## src/rtl/exp_avg_mc_if.sv

```systemverilog
// Sample, clear and result bundle for exp_avg_mc; master drives samples/clears,
// slave (the filter) drives the result strobe.
interface exp_avg_mc_if #(
  parameter int W  = 16,
  parameter int CH = 4
);
  localparam int CW = (CH > 1) ? $clog2(CH) : 1;
  localparam int KW = $clog2(W);

  logic                 in_valid;
  logic [CW-1:0]        in_ch;
  logic signed [W-1:0]  d;
  logic [KW-1:0]        k;
  logic [W-1:0]         alpha;
  logic                 clr_valid;
  logic [CW-1:0]        clr_ch;
  logic                 out_valid;
  logic [CW-1:0]        out_ch;
  logic signed [W-1:0]  q;

  modport master (
    output in_valid, in_ch, d, k, alpha, clr_valid, clr_ch,
    input  out_valid, out_ch, q
  );
  modport slave (
    input  in_valid, in_ch, d, k, alpha, clr_valid, clr_ch,
    output out_valid, out_ch, q
  );
endinterface

```

## src/rtl/exp_avg_mc.sv

```systemverilog
// Time-multiplexed exponential averager: y += alpha*(x - y) per channel over one
// shared 3-stage datapath, with clear, optional preload and output saturation.
module exp_avg_mc_ch #(
  parameter int W = 16
) (
  input  logic         clk,
  input  logic         reset,
  input  logic         wr,
  input  logic         clr,
  input  logic [W-1:0] wr_y,
  output logic [W-1:0] y,
  output logic         primed
);
  // Clear beats a same-edge write.
  always_ff @(posedge clk) begin
    if (reset || clr) begin
      y      <= '0;
      primed <= 1'b0;
    end else if (wr) begin
      y      <= wr_y;
      primed <= 1'b1;
    end
  end
endmodule

module exp_avg_mc #(
  parameter int W       = 16,
  parameter int CH      = 4,
  parameter int MODE    = 0,
  parameter int PRELOAD = 0
) (
  input logic         clk,
  input logic         reset,
  exp_avg_mc_if.slave bus
);
  localparam int CW     = (CH > 1) ? $clog2(CH) : 1;
  localparam int KW     = $clog2(W);
  localparam int STAGES = 2;
  localparam logic signed [W+1:0] SMAX = {3'b000, {(W-1){1'b1}}};
  localparam logic signed [W+1:0] SMIN = {3'b111, {(W-1){1'b0}}};

  typedef struct packed {
    logic [CW-1:0] ch;
    logic [W-1:0]  d;
    logic [KW-1:0] k;
    logic [W-1:0]  alpha;
  } s1_t;

  typedef struct packed {
    logic [CW-1:0] ch;
    logic [W-1:0]  d;
    logic [W:0]    p;
    logic [W-1:0]  y_prev;
    logic          pre;
  } s2_t;

  logic [STAGES:0]        vld_pipe;
  s1_t                    s1;
  s2_t                    s2;
  logic [CH-1:0][W-1:0]   y_st;
  logic [CH-1:0]          primed_st;
  logic [CW-1:0]          q_ch;
  logic [W-1:0]           q_r;
  logic                   acc, fwd, fwd_clr, pr_rd;
  logic signed [W-1:0]    y_rd;
  logic signed [W:0]      diff, p_nx;
  logic signed [2*W+1:0]  prod;
  logic signed [W+1:0]    sum;
  logic [W-1:0]           res;

  assign acc = bus.in_valid && (int'(bus.in_ch) < CH);

  // S3: saturated sum, also the forwarding source for S2.
  always_comb begin
    sum = {{2{s2.y_prev[W-1]}}, s2.y_prev} + {s2.p[W], s2.p};
    res = sum[W-1:0];
    if (sum > SMAX)      res = SMAX[W-1:0];
    else if (sum < SMIN) res = SMIN[W-1:0];
    if (s2.pre)          res = s2.d;
  end

  // S2: state read with S3 bypass; a clear on S3's channel kills the bypass.
  always_comb begin
    fwd     = vld_pipe[1] && (s2.ch == s1.ch);
    fwd_clr = fwd && bus.clr_valid && (bus.clr_ch == s2.ch);
    y_rd    = y_st[s1.ch];
    pr_rd   = primed_st[s1.ch];
    if (fwd_clr) begin
      y_rd  = '0;
      pr_rd = 1'b0;
    end else if (fwd) begin
      y_rd  = res;
      pr_rd = 1'b1;
    end
    diff = {s1.d[W-1], s1.d} - {y_rd[W-1], y_rd};
    prod = diff * $signed({1'b0, s1.alpha});
    if (MODE == 0) p_nx = diff >>> s1.k;
    else           p_nx = (W+1)'(prod >>> (W-1));
  end

  always_ff @(posedge clk) begin
    if (reset) begin
      vld_pipe <= '0;
      s1       <= '0;
      s2       <= '0;
      q_r      <= '0;
      q_ch     <= '0;
    end else begin
      vld_pipe <= {vld_pipe[STAGES-1:0], acc};
      if (acc)
        s1 <= '{ch: bus.in_ch, d: bus.d, k: bus.k, alpha: bus.alpha};
      if (vld_pipe[0])
        s2 <= '{ch: s1.ch, d: s1.d, p: p_nx, y_prev: y_rd,
                pre: (PRELOAD != 0) && !pr_rd};
      if (vld_pipe[1]) begin
        q_r  <= res;
        q_ch <= s2.ch;
      end
    end
  end

  for (genvar g = 0; g < CH; g++) begin : g_ch
    exp_avg_mc_ch #(.W(W)) u_ch (
      .clk    (clk),
      .reset  (reset),
      .wr     (vld_pipe[1] && (int'(s2.ch) == g)),
      .clr    (bus.clr_valid && (int'(bus.clr_ch) == g)),
      .wr_y   (res),
      .y      (y_st[g]),
      .primed (primed_st[g])
    );
  end

  assign bus.out_valid = vld_pipe[STAGES];
  assign bus.out_ch    = q_ch;
  assign bus.q         = q_r;
endmodule

```

## src/flat_wrapper.sv

```systemverilog
// flat-port wrapper written by rule: the top's interface ports become plain ports
module exp_avg_mc_flat 
#(
  parameter int W       = 16,
  parameter int CH      = 4,
  parameter int MODE    = 0,
  parameter int PRELOAD = 0
)
  (clk, reset, bus_in_valid, bus_in_ch, bus_d, bus_k, bus_alpha, bus_clr_valid, bus_clr_ch, bus_out_valid, bus_out_ch, bus_q);
  exp_avg_mc_if #(.W(W), .CH(CH)) bus_i ();
  input logic clk;
  input logic reset;
  input wire logic [$bits(bus_i.in_valid)-1:0] bus_in_valid;
  input wire logic [$bits(bus_i.in_ch)-1:0] bus_in_ch;
  input wire logic [$bits(bus_i.d)-1:0] bus_d;
  input wire logic [$bits(bus_i.k)-1:0] bus_k;
  input wire logic [$bits(bus_i.alpha)-1:0] bus_alpha;
  input wire logic [$bits(bus_i.clr_valid)-1:0] bus_clr_valid;
  input wire logic [$bits(bus_i.clr_ch)-1:0] bus_clr_ch;
  output wire logic [$bits(bus_i.out_valid)-1:0] bus_out_valid;
  output wire logic [$bits(bus_i.out_ch)-1:0] bus_out_ch;
  output wire logic [$bits(bus_i.q)-1:0] bus_q;
  assign bus_i.in_valid = bus_in_valid;
  assign bus_i.in_ch = bus_in_ch;
  assign bus_i.d = bus_d;
  assign bus_i.k = bus_k;
  assign bus_i.alpha = bus_alpha;
  assign bus_i.clr_valid = bus_clr_valid;
  assign bus_i.clr_ch = bus_clr_ch;
  assign bus_out_valid = bus_i.out_valid;
  assign bus_out_ch = bus_i.out_ch;
  assign bus_q = bus_i.q;
  exp_avg_mc #(.W(W), .CH(CH), .MODE(MODE), .PRELOAD(PRELOAD)) u_core (.clk(clk), .reset(reset), .bus(bus_i));
endmodule
```

## config.mk

```make
export PLATFORM = sky130hd
export DESIGN_NAME = exp_avg_mc_flat
export DESIGN_NICKNAME = d
export VERILOG_FILES = /design/src/rtl/exp_avg_mc_if.sv /design/src/rtl/exp_avg_mc.sv /design/src/flat_wrapper.sv
export SDC_FILE = /design/constraint.sdc
export NUM_CORES = 1
export LEC_CHECK = 0
export ABC_AREA = 1
export CELL_PAD_IN_SITES_DETAIL_PLACEMENT = 0
export CELL_PAD_IN_SITES_GLOBAL_PLACEMENT = 1
export CORE_ASPECT_RATIO = 1.5
export CORE_MARGIN = 4
export CORE_UTILIZATION = 45
export CTS_BUF_LIST = sky130_fd_sc_hd__clkbuf_8
export CTS_CLUSTER_DIAMETER = 150
export CTS_CLUSTER_SIZE = 12
export DETAILED_ROUTE_END_ITERATION = 10
export MAX_ROUTING_LAYER = met4
export PLACE_DENSITY_LB_ADDON = 0.1
export SETUP_SLACK_MARGIN = 0.1
export SLEW_MARGIN = 30
export SYNTH_ARGS = -nofsm -noshare
export SYNTH_HDL_FRONTEND = slang
export SYNTH_SLANG_ARGS = --single-unit
export TNS_END_PERCENT = 50
```

## constraint.sdc

```tcl
create_clock -name clk -period 5.94 [get_ports clk]
set_clock_uncertainty 0.2 [all_clocks]
set_input_delay 1.188 -clock clk [delete_from_list [all_inputs] [get_ports clk]]
set_output_delay 1.188 -clock clk [all_outputs]
set_load 0.05 [all_outputs]
```

# [Yosys cells after proc, flatten, opt, wreduce, memory -nomap -nowiden]
# Index checks and enable logic that the tools add are counted.
[classes] n_lt_le_gt_ge=3 shift=1 mux=6 addsub=2 eq_ne=8 n_reduce_logical=17
[op_table] operator="$mux 16" n=5
[op_table] operator="$bmux 16 s2" n=1
[op_table] operator="$add 16x17->18" n=1
[op_table] operator="$gt 18x16->1 const B" n=1
[op_table] operator="$lt 18x16->1 const B" n=1
[op_table] operator="$sshr 17x4->17" n=1
[op_table] operator="$sub 16x16->17" n=1
[op_table] operator="$logic_and 1x1->1" n=11
[op_table] operator="$eq 2x2->1 const B" n=4
[op_table] operator="$eq 2x1->1 const B" n=2
[op_table] operator="$eq 2x2->1" n=2
[op_table] operator="$logic_not 2->1" n=2
[op_table] operator="$logic_or 1x1->1" n=4
[op_table] operator="$lt 2x3->1 const B" n=1
[totals] ff_bits=142 word_cells=50

# [Logic depth before layout (Yosys ltp)]
[depth] word_depth=8 ltp_mapped=35

# [Cells and area by module]
# Synthesis repeated with hierarchy kept, for this count alone.
[unflattened] cells_unflattened=1506 area_unflattened_um2=9430.3
[by_module_without_submodules] mod="exp_avg_mc" cells_each=1090 n_inst=1 area_each_um2=6537.5
[by_module_without_submodules] mod="exp_avg_mc_ch" cells_each=104 n_inst=4 area_each_um2=723.2

# [Least setup slack after synthesis]
# No wires, ideal clock.
[synth_timing] kind="register -> register" startpoint="reg u_core.s2[1] in the netlist's numbering" endpoint="reg u_core.s2[25] in the netlist's numbering" n_path_buf=0 setup_time_ps=135 t_arrival_ps=3660 path_slack_ps=1945 t_required_ps=5605 stages_incl_launch_ff=27 synth_period_minus_slack_ps=3995 cell_sequence="dfxtp_1 -> ha_1 -> fa_1 -> nand3_1 -> nand2_1 -> nand2_1 -> nand3_2 -> nand3_2 -> nand2_1 -> nand2_1 -> nand2_1 -> o21ai_4 -> nand2_1 -> nand2_1 -> nand2_1 -> ha_1 -> fa_1 -> inv_1 -> nand3_1 -> nand2_1 -> nand3_1 -> nand3_1 -> nand2_1 -> nand2_1 -> inv_1 -> a21oi_1 -> a21oi_1"
[synth_via] elab_chain_cells=8
[synth_lines] element="from (decl)" line_no="exp_avg_mc.sv:59" rtl="s2_t s2;"
[synth_lines] element="from (signal assigned)" line_no="exp_avg_mc.sv:113" rtl="s2 <= '{ch: s1.ch, d: s1.d, p: p_nx, y_prev: y_rd,"
[synth_lines] element="$add 16x17->18 *" line_no="exp_avg_mc.sv:75" rtl="sum = {{2{s2.y_prev[W-1]}}, s2.y_prev} + {s2.p[W], s2.p};"
[synth_lines] element="$lt 18x16->1" line_no="exp_avg_mc.sv:78" rtl="else if (sum < SMIN) res = SMIN[W-1:0];"
[synth_lines] element="$mux 16" line_no="exp_avg_mc.sv:78"
[synth_lines] element="$mux 16 *" line_no="exp_avg_mc.sv:77" rtl="if (sum > SMAX) res = SMAX[W-1:0];"
[synth_lines] element="$mux 16 *" line_no="exp_avg_mc.sv:91" rtl="end else if (fwd) begin"
[synth_lines] element="$mux 16 *" line_no="exp_avg_mc.sv:88" rtl="if (fwd_clr) begin"
[synth_lines] element="named net u_core.y_rd[0]" line_no="exp_avg_mc.sv:65" rtl="logic signed [W-1:0] y_rd;"
[synth_lines] element="$sub 16x16->17 *" line_no="exp_avg_mc.sv:95" rtl="diff = {s1.d[W-1], s1.d} - {y_rd[W-1], y_rd};"
[synth_lines] element="$sshr 17x4->17 *" line_no="exp_avg_mc.sv:97" rtl="if (MODE == 0) p_nx = diff >>> s1.k;"
# Mark *: on every way through the listed nets, which the timed path passes. The rest lies on a longest branch.
# A chain may end at the register's enable or synchronous reset.

# [Final worst setup path]
[layout_timing] startpoint="reg u_core.s2[17] in the netlist's numbering" endpoint="reg u_core.s2[26] in the netlist's numbering"
# Same word-level chain as after synthesis.

==> results_dict.tcl <==
set metrics [dict create \
    syn_area_per_cell_um2 6.34 \
    reg2regPathDepth 26 \
    clock_latency_ps 460 \
    slew_violations 0 \
    grt_use_total 0.261 \
    cp.arrival_ps 5440 \
    clockRootBuffer "clkbuf_8" \
    cap_violations 0 \
    drc 0 \
    syn-cell-area_um2 8900 \
    cts_max_path_buffers 2 \
    routedWlPerCell_um 16.0 \
    numCtsBuffers 17 \
    coreArea_um2 19300 \
    critPathCaptureType "flop" \
    num-fill-cells 2074 \
    drt_iter0_drc 412 \
    first_pass_iters 5 \
    hold_depth 2 \
    grt_start_max_net_pins 55 \
    final_util 0.513 \
    slowest_delay_ps 500 \
    final_cell_mix "nand2_1 (274), inv_1 (215), nor2_1 (186), o21ai_0 (146), dfxtp_1 (142)" \
    antenna_found_initial 0 \
    hpwlAfterDp_mm 20.5 \
    rsz0062_at_grt "false" \
    fmax_ghz 0.188 \
    synthArstFlopShare 0 \
    power_frac_seq 0.373 \
    hold_viol_final 0 \
    ys.flop_type "dfxtp_1" \
    ys_warn_count 0 \
    critPathMaxFanout 10 \
    dieWidth_um 123 \
    crit_required_ps 6070 \
    max_slew_margin 0.407 \
    worst_pin_slew_ps 888 \
    hold_buffers 0 \
    synth_edf_count 0 \
    cts_tree "yes" \
    grt_pass1_wl_mm 43.4 \
    clkTransAtPathRegs_ps 90 \
    finalCritPeriodShare 0.895 \
    synth-seq-area-share 0.319 \
    timing.rr.start "u_core.s2[17]$_SDFFE_PP0P_" \
    postCtsSetupRepairBufs 0 \
    crit_path_start_kind "flop" \
    outcome "complete, no violations" \
    finalSetupTns_ps 0 \
    p_leak_uw 0.00509 \
    drive_gt1_frac 0.0632 \
    stdcell_count 1696 \
    worstHoldStart "u_core.bus.out_ch[0]$_SDFFE_PP0P_" \
    vias_per_cell 5.14 \
    grt_overflow 0 \
    ant_nets 0 \
    numClockSinks 142 \
    cts_max_level 4 \
    finalSetupViolations 0 \
    p_int_uw 1670 \
    power_density_nw_per_um2 280 \
    power_switching_uw 1100 \
    crit_start "u_core.s2[17]$_SDFFE_PP0P_" \
    io_buffers 46 \
    cpMostUsedCell "nand2_1" \
    clkPwrFrac 0.294 \
    grt_pass1_vias 8455 \
    design_area_um2 9900 \
    synthesis.nets 1483 \
    num_antenna_cells 0 \
    timing.hold.ws_ps 270 \
    ys_ff_latch 142 \
    num_rows 62 \
    wl_mm 27.2 \
    die_area_um2 22100 \
    crit_type "reg -> reg" \
    gp_congestion 0.895 \
    synth.distinct_cells 41 \
    hold_path_class "reg -> reg" \
    syn_to_final_growth_pct 11.2 \
    cts_resized 0 \
    vias 8712 \
    layout.nets 1506 \
    comb_power_share 0.332 \
    postPlaceCellArea_um2 9500 \
    final_common_cell "nand2_1" \
    netlist_instances 1404 \
    fp.dieH_um 180 \
    fin_crit_ps 5310 \
    swShare 0.397 \
    ioPinCount 63 \
    slowest_stage "a21oi_1" \
    dpl.cell_count 1664 \
    floorplan.initialDensity 0.461 \
    ir_worst_vdd_v 0.000120 \
]
logic make-up after synthesis:
kind of cell | count (synthesis) | synth area share
compound gates | 319 | 0.191
flops | 142 | 0.319
xor+xnor | 14 | 0.0138
fa+ha+maj | 35 | 0.0509
buf+inv | 283 | 0.130
simple gates | 611 | 0.295
Yosys cell counts, types with 7 or more instances:
| cell | instances | share of area |
|---|---|---|
| nand2_2 | 16 | 0.011 |
| a21oi_1 | 117 | 0.066 |
| inv_1 | 215 | 0.091 |
| a21boi_0 | 13 | 0.011 |
| nand2_1 | 274 | 0.12 |
| clkbuf_1 | 47 | 0.020 |
| ha_1 | 33 | 0.046 |
| o21ai_0 | 146 | 0.082 |
| nand4_1 | 7 | 0.0049 |
| nor2_1 | 186 | 0.078 |
| xor2_1 | 11 | 0.011 |
| nand3_1 | 102 | 0.057 |
| nand2_4 | 13 | 0.016 |
| o21ai_1 | 18 | 0.010 |
| dfxtp_1 | 142 | 0.32 |
layer usage:
| layer | up-vias | global-route usage | wire length, um |
|---|---|---|---|
| met3 | 91 | 0.0355 | 872 |
| li1 | 4521 | - | - |
| met1 | 3907 | 0.285 | 10800 |
| met4 | 0 | 0.150 | 1590 |
| met2 | 193 | 0.446 | 13900 |
| met5 | - | - | 0 |
per-stage QoR:
stage | setup slack [ps] | total power, uW
2_1_floorplan | 1940 | 1700
3_3_place_gp | 694 | 1970
3_5_place_dp | 667 | 1980
4_1_cts | 629 | 2800
5_1_grt | 129 | 2950
6_report | 625 | 2770
power groups by stage:
stage	logic (uW)	registers [uW]	clock network [uW]
2_1_floorplan	633	1060	0
3_3_place_gp	917	1060	0
3_5_place_dp	921	1060	0
4_1_cts	925	1030	840
5_1_grt	1030	1040	881
6_report	921	1030	816
final timing paths:
path	endpoint	slack, ps
max	u_core.s2[26]$_SDFFE_PP0P_	630
min	u_core.bus.out_ch[0]$_SDFFE_PP0P_	270
max reg2reg	u_core.s2[26]$_SDFFE_PP0P_	630
min reg2reg	u_core.bus.out_ch[0]$_SDFFE_PP0P_	270
registers in the layout, indices dropped and copies added, names as in the netlist:
signal / count
u_core.s1: 22
u_core.vld_pipe: 3
u_core.s2: 35
u_core.bus.q: 16
u_core.g_ch.u_ch.y: 64
u_core.bus.out_ch: 2
worst max-delay path, delay by kind of cell (launching register included):
family,cells,cell delay [ps]
flip-flops,1,340
buffers and inverters,2,270
AND/OR/NAND/NOR,17,1970
AO/OA/AOI/OAI,3,1080
adder cells (fa/ha/maj),4,1300
layout make-up:
type	instances	area, um2	area share
sequential	142	2840	0.287
tap	256	320	0.0323
timing repair buffer	63	588	0.0594
inverter	224	841	0.0849
clock buffer	18	248	0.0250
multi-input combinational	979	4900	0.495
clock inverter	14	159	0.0160
Power figures use the tool's default switching activity.
